`src/rtl/cp0_pkg.sv`:
```
// Shared definitions for the coprocessor-0 block: register indices,
// exception codes, SR/Cause field positions and the EPC alignment helper.
package cp0_pkg;

   // mfc0/mtc0 register indices
   localparam logic [4:0] CP0_COUNT   = 5'd9;
   localparam logic [4:0] CP0_COMPARE = 5'd11;
   localparam logic [4:0] CP0_SR      = 5'd12;
   localparam logic [4:0] CP0_CAUSE   = 5'd13;
   localparam logic [4:0] CP0_EPC     = 5'd14;
   localparam logic [4:0] CP0_PRID    = 5'd15;

   // Exception codes recorded in Cause.ExcCode
   typedef enum logic [4:0] {
      EXC_INT  = 5'd0,
      EXC_ADEL = 5'd4,
      EXC_ADES = 5'd5,
      EXC_RI   = 5'd10,
      EXC_OV   = 5'd12
   } exc_code_e;

   // SR field positions
   localparam int SR_IE        = 0;
   localparam int SR_EXL       = 1;
   localparam int SR_IM_SW_LO  = 8;
   localparam int SR_IM_HW_LO  = 10;

   // Cause field positions
   localparam int CAUSE_EXC_LO   = 2;
   localparam int CAUSE_IP_SW_LO = 8;
   localparam int CAUSE_IP_HW_LO = 10;
   localparam int CAUSE_BD       = 31;

   // Clears the two low bits of a return address when alignment is enabled
   function automatic logic [31:0] align_epc(input logic [31:0] addr, input logic en);
      return en ? {addr[31:2], 2'b00} : addr;
   endfunction

endpackage

```
`src/rtl/cp0_timer.sv`:
```
// Count/Compare timer for cp0_ext. Count free-runs and wraps; a match of the
// post-update Count against Compare sets a sticky pending flag, and an mtc0 to
// Compare clears it unless a match happens in that same cycle.
module cp0_timer (
   input  logic        clk,
   input  logic        reset,
   input  logic        count_we,
   input  logic        compare_we,
   input  logic [31:0] wd,
   output logic [31:0] count,
   output logic [31:0] compare,
   output logic        pending
);

   logic [31:0] count_next;
   logic [31:0] compare_next;

   // Next-state values: an mtc0 to Count beats the increment
   always_comb begin
      count_next   = count_we ? wd : count + 32'd1;
      compare_next = compare_we ? wd : compare;
   end

   // Timer registers; a match sets pending with priority over the Compare-write clear
   always_ff @(posedge clk) begin
      if (reset) begin
         count   <= '0;
         compare <= '0;
         pending <= 1'b0;
      end else begin
         count   <= count_next;
         compare <= compare_next;
         if (count_next == compare_next)
            pending <= 1'b1;
         else if (compare_we)
            pending <= 1'b0;
      end
   end

endmodule

```
`src/rtl/cp0_ext.sv`:
```
// Coprocessor-0 block beside the M stage: SR, Cause, EPC, PRId and interrupt /
// exception arbitration feeding PC-select. Define CP0_TIMER_EN to build in the
// Count/Compare timer (registers 9/11, pending ORed into Cause.IP bit 15).
module cp0_ext
   import cp0_pkg::*;
#(
   parameter int          NUM_HWINT = 6,
   parameter logic [31:0] PRID_VAL  = 32'h17373488,
   parameter bit          EPC_ALIGN = 1'b1
) (
   input  logic                 clk,
   input  logic                 reset,
   input  logic [4:0]           RA,
   input  logic [4:0]           WA,
   input  logic [31:0]          WD,
   input  logic                 WE,
   input  logic [31:0]          PC,
   input  logic                 delay,
   input  logic [4:0]           ExcCode,
   input  logic [NUM_HWINT-1:0] HWInt,
   input  logic                 EXLClr,
   output logic                 IntReq,
   output logic [31:0]          EPC,
   output logic [31:0]          RD,
   output logic                 TimerIrq
);

`ifdef CP0_TIMER_EN
   localparam logic [5:0] TIMER_SLOT = 6'b100000;
`else
   localparam logic [5:0] TIMER_SLOT = 6'b000000;
`endif
   // Implemented IM/IP hardware slots; the timer always owns slot 5 when present
   localparam logic [6:0] HW_ONES = (7'd1 << NUM_HWINT) - 7'd1;
   localparam logic [5:0] HW_MASK = HW_ONES[5:0] | TIMER_SLOT;

   // Architectural state, kept as fields so unimplemented bits are constant 0
   logic        sr_ie, sr_exl;
   logic [1:0]  sr_im_sw;
   logic [5:0]  sr_im_hw;
   logic        cause_bd;
   logic [5:0]  cause_ip_hw;
   logic [1:0]  cause_ip_sw;
   logic [4:0]  cause_exc;
   logic [31:0] epc_q;

   logic [5:0]  hwint_ext;
   logic [5:0]  ip_hw_next;
   logic        interrupt, exception, entry, wr_en;
   logic [31:0] epc_entry;
   logic [31:0] sr_rd, cause_rd;
   logic [31:0] count, compare;
   logic        timer_pending;

`ifdef CP0_TIMER_EN
   cp0_timer u_timer (
      .clk        (clk),
      .reset      (reset),
      .count_we   (wr_en && (WA == CP0_COUNT)),
      .compare_we (wr_en && (WA == CP0_COMPARE)),
      .wd         (WD),
      .count      (count),
      .compare    (compare),
      .pending    (timer_pending)
   );
`else
   assign count         = '0;
   assign compare       = '0;
   assign timer_pending = 1'b0;
`endif

   // Arbitration: new HWInt levels count in the same cycle; entry suppresses mtc0/eret
   always_comb begin
      hwint_ext                  = '0;
      hwint_ext[NUM_HWINT-1:0]   = HWInt;
      ip_hw_next                 = (hwint_ext | {timer_pending, 5'b00000}) & HW_MASK;
      interrupt = (|({ip_hw_next, cause_ip_sw} & {sr_im_hw, sr_im_sw})) & sr_ie & ~sr_exl;
      exception = (ExcCode != 5'd0) & ~sr_exl;
      entry     = (interrupt | exception) & ~reset;
      wr_en     = WE & ~entry;
      epc_entry = delay ? PC - 32'd4 : PC;
   end

   assign IntReq   = entry;
   assign EPC      = epc_q;
   assign TimerIrq = timer_pending;

   // State update in priority order: reset, entry, mtc0 write, then EXLClr on EXL only
   always_ff @(posedge clk) begin
      if (reset) begin
         sr_ie       <= 1'b0;
         sr_exl      <= 1'b0;
         sr_im_sw    <= '0;
         sr_im_hw    <= '0;
         cause_bd    <= 1'b0;
         cause_ip_hw <= '0;
         cause_ip_sw <= '0;
         cause_exc   <= '0;
         epc_q       <= '0;
      end else begin
         cause_ip_hw <= ip_hw_next;
         if (entry) begin
            epc_q     <= align_epc(epc_entry, EPC_ALIGN);
            cause_bd  <= delay;
            cause_exc <= interrupt ? EXC_INT : ExcCode;
            sr_exl    <= 1'b1;
         end else begin
            if (WE) begin
               case (WA)
                  CP0_SR: begin
                     sr_ie    <= WD[SR_IE];
                     sr_exl   <= WD[SR_EXL];
                     sr_im_sw <= WD[SR_IM_SW_LO +: 2];
                     sr_im_hw <= WD[SR_IM_HW_LO +: 6] & HW_MASK;
                  end
                  CP0_CAUSE: cause_ip_sw <= WD[CAUSE_IP_SW_LO +: 2];
                  CP0_EPC:   epc_q       <= align_epc(WD, EPC_ALIGN);
                  default: ;
               endcase
            end
            if (EXLClr)
               sr_exl <= 1'b0;
         end
      end
   end

   // mfc0 read mux; shows pre-edge register values
   always_comb begin
      sr_rd                           = '0;
      sr_rd[SR_IE]                    = sr_ie;
      sr_rd[SR_EXL]                   = sr_exl;
      sr_rd[SR_IM_SW_LO +: 2]         = sr_im_sw;
      sr_rd[SR_IM_HW_LO +: 6]         = sr_im_hw;
      cause_rd                        = '0;
      cause_rd[CAUSE_BD]              = cause_bd;
      cause_rd[CAUSE_IP_HW_LO +: 6]   = cause_ip_hw;
      cause_rd[CAUSE_IP_SW_LO +: 2]   = cause_ip_sw;
      cause_rd[CAUSE_EXC_LO +: 5]     = cause_exc;
      case (RA)
         CP0_SR:      RD = sr_rd;
         CP0_CAUSE:   RD = cause_rd;
         CP0_EPC:     RD = epc_q;
         CP0_PRID:    RD = PRID_VAL;
         CP0_COUNT:   RD = count;
         CP0_COMPARE: RD = compare;
         default:     RD = '0;
      endcase
   end

endmodule
```
`config.mk`:
```
export PLATFORM = sky130hd
export DESIGN_NAME = cp0_ext
export DESIGN_NICKNAME = d
export VERILOG_FILES = /design/src/rtl/cp0_pkg.sv /design/src/rtl/cp0_timer.sv /design/src/rtl/cp0_ext.sv
export SDC_FILE = /design/constraint.sdc
export NUM_CORES = 1
export LEC_CHECK = 0
export ABC_CLOCK_PERIOD_IN_PS = 4070
export CAP_MARGIN = 10
export CORE_MARGIN = 8
export CORE_UTILIZATION = 44
export CTS_BUF_LIST = sky130_fd_sc_hd__clkbuf_8
export DETAILED_ROUTE_END_ITERATION = 16
export PLACE_DENSITY = 0.86
export SLEW_MARGIN = 20
export SYNTH_ARGS = -nofsm -noshare
export SYNTH_HDL_FRONTEND = slang
export SYNTH_SLANG_ARGS = --single-unit
```
`constraint.sdc`:
```
create_clock -name clk -period 4.07 [get_ports clk]
set_clock_uncertainty 0.15 [all_clocks]
set_input_delay 1.221 -clock clk [delete_from_list [all_inputs] [get_ports clk]]
set_output_delay 1.221 -clock clk [all_outputs]
set_load 0.01 [all_outputs]
```
==> reports/metrics.yaml <==
die_area_mm2: 0.0109
synthSimpleGateAreaFrac: 0.282
synth_xor_area_frac: 0.0713
yosys-top-cells-area: "dfxtp_1 (31%), mux2i_1 (13%), nor2_1 (8.5%)"
grt_first_pass_wirelength_um: 19800
filler_cell_count: 631
outcome: "finished, final reports clean"
whs_path_depth: 2
fin_crit_sh: 0.983
drc_errors: 0
antenna_found_initial: 0
p_per_area_mw_per_mm2: 252
place_congestion: 0.924
synth_ff_type: "dfxtp_1"
cts_tree: "yes"
antenna_cells: 0
synth-compound-area-share: 0.141
cp-start-kind: "input pin"
area_growth_pct: 51.8
worstSetupStartpoint: "HWInt[3]"
yosysWarnings: 0
grt.total_usage: 0.219
cts_buffer_depth: 2
yosys.area.top_type: "dfxtp_1"
reg2reg_to: "EPC[27]$_SDFFE_PP0P_"
drt_iter0_drc: 195
fin_ws_ns: 0.0691
drv_cap: 0
viasPerCell: 5.46
p_leak_nw: 2.02
yosysSeqAreaShare: 0.314
hold_viol: 0
die_w_um: 104
ir_drop_v: 0.000194
fin_total_pwr_mw: 1.32
rr_worst_depth: 6
worst_path_largest_cell_delay_ns: 0.50
cts.sinks: 54
multi_input_comb_area_mm2: 0.00223
clkSlewWorstSetupHoldPaths_ns: 0.09
synth_adder_area_share: 0.00364
avgSynthCellArea_um2: 8.45
grt_pass1_vias: 3770
postSynthCellCount: 407
grt_max_degree: 51
coreArea_mm2: 0.00765
wl_per_cell_um: 18.6
worst_pin_slew_ns: 0.600
synthMuxAreaShare: 0.140
fp.dieH_um: 104
r2r_start: "sr_im_hw[0]$_SDFFE_PP0P_"
path_cells: "clkdlybuf4s50_1, a22oi_2, a41oi_2, nor2_2, nor2_1, dlygate4sd2_1"
post-place-ws_ns: -0.353
synth_top_family_by_area: "simple AND/OR/NAND/NOR gates"
numCtsBuffers: 5
whs_ns: 0.324
vias: 3632
min_period_ns: 4.00
synth_top_area_share: 0.314
setup_viol: 0
synth_enable_flop_cells: 0
crit_buf_inv: 2
final_nets: 653
crit_path_top_delay_cell: "clkdlybuf4s50_1"
io_buffers: 150
cp.arrival_ns: 2.63
cp_top_family: "buffers and inverters"
hold_path_end: "cause_bd$_SDFFE_PP0P_"
drtAntennaViolNets: 0
ys_ff_latch: 54
fmax_mhz: 250
firstDrtPassIters: 4
maxSlewHeadroom: 0.596
synth_area_mm2: 0.00344
final_layout_size_suffix_gt1_frac: 0.121
place_area_mm2: 0.00514
dp_hpwl_um: 9680
crit_type: "in2out"
report.final.slew_viol_count: 0
seqCellArea_mm2: 0.00108
ys_async_sr_fraction: 0
routed_wl_um: 12400
hold_start: "cause_bd$_SDFFE_PP0P_"
synth_cell_type_count: 47
cp_max_fo: 2
r2r_slack_ns: 1.94
cts_root_buffer: "clkbuf_8"
initial_core_util: 0.450
worstSkewPairLatency_ns: 0.30
holdCritPathClass: "reg2reg"
htreeDepth: 2
ios: 156
grt_remaining_overflow: 0
worstPathRequired_ns: 2.70
final_area_mm2: 0.00522
rows: 32
cp-end-kind: "output pin"
through the flow:
stage                     instances  TNS, ns   util
after detailed placement        654    -8.99  0.673
after CTS                       665        0  0.688
final                           665        0  0.683
after floorplan                 409        0      -
after global routing            665  -0.0186  0.683
after global placement          654    -8.23  0.673
timing repair:
item	4_1_cts	5_1_grt
resized for setup	51	19
endpoints found under the setup margin	33	15
buffers inserted	2	0
hold buffers	0	0
gates cloned	1	0
power breakdown:
part,switching (mW),leakage [nW],internal (mW)
logic,0.170,1.51,0.205
clock network,0.168,0.0607,0.179
registers,0.0298,0.447,0.565
worst reg2reg max path, delay by kind of cell (launching register included):
kind / cells / cell delay [ns]
buffers and inverters: 1 / 0.19
AND/OR/NAND/NOR: 1 / 0.48
AO/OA/AOI/OAI: 4 / 0.85
flip-flops: 1 / 0.34
metal layers:
layer,share of wire,global-route usage
met5,0,0
met4,0.033,0.0910
met3,0.051,0.0372
met2,0.51,0.390
met1,0.40,0.252
final cells by class:
cell class / instances / area share
clock buffers: 5 / 0.0132
clock inverters: 3 / 0.00719
inverters: 3 / 0.00216
multi-input cells: 320 / 0.427
flip-flops and latches: 54 / 0.207
well taps: 102 / 0.0244
repair buffers: 178 / 0.319
flip-flops by register name, summed over array words and instances, names as in the netlist:
signal,cells
EPC,30
cause_ip_hw,6
sr_im_hw,6
cause_exc,5
cause_ip_sw,2
sr_im_sw,2
cause_bd,1
sr_exl,1
sr_ie,1
synthesized netlist by cell type, types with 2 or more instances:
cell	count
a22oi_1	9
a21oi_1	17
xor2_1	7
or4_1	4
nor4_4	6
nor2_1	78
a21o_1	11
a21oi_2	3
nor2b_1	15
buf_4	4
dfxtp_1	54
mux2_2	2
buf_1	3
nand2_1	11
and2_1	6
inv_1	3
buf_2	6
nor3_1	11
nand3_1	2
nor4b_1	2
nand2b_1	4
nor4_1	9
a211oi_1	23
nand4_1	2
or3_1	6
nand4b_1	2
or2_2	3
nor3_2	2
xnor2_1	21
mux2i_1	46
or2_1	2
clkbuf_1	18
cell families after synthesis:
| group | after synthesis |
|---|---|
| AND/OR/NAND/NOR | 171 |
| AO/OA/AOI/OAI | 69 |
| flip-flops | 54 |
| multiplexers | 48 |
| buffers and inverters | 35 |
| XOR/XNOR | 28 |
| adder cells (fa/ha/maj) | 1 |
| other | 1 |
worst max-delay path by stage:
stage	end	slack (ns)	cells past startpoint
floorplan	RD[16]	0.32	5
global placement	RD[0]	-0.32	5
detailed placement	RD[0]	-0.35	5
CTS	RD[30]	0.003	8
global route	IntReq	-0.02	6
finish	IntReq	0.07	6
placed cells by master, fill, tap and decap left out, drive strengths merged, types with 2 or more instances in the layout:
cell,Yosys,final
dfxtp,54,54
a21oi,20,20
nand4b,2,2
nor3,13,13
nor2,78,78
clkbuf,18,8
nand2b,4,4
inv,3,5
or3,6,6
xor2,7,7
nand2,11,11
mux2i,46,46
xnor2,21,21
a21o,11,11
a211oi,24,24
conb,1,3
a22oi,9,9
clkdlybuf4s50,0,115
nor4,16,16
or4,4,4
and2,6,6
buf,14,35
nand3,2,2
mux2,2,2
nand4,2,2
nor4b,2,2
or2,5,5
nor2b,15,15
dlygate4sd2,0,20
clkdlybuf4s15,0,5
No activity file was read; power rests on OpenSTA's default activity.
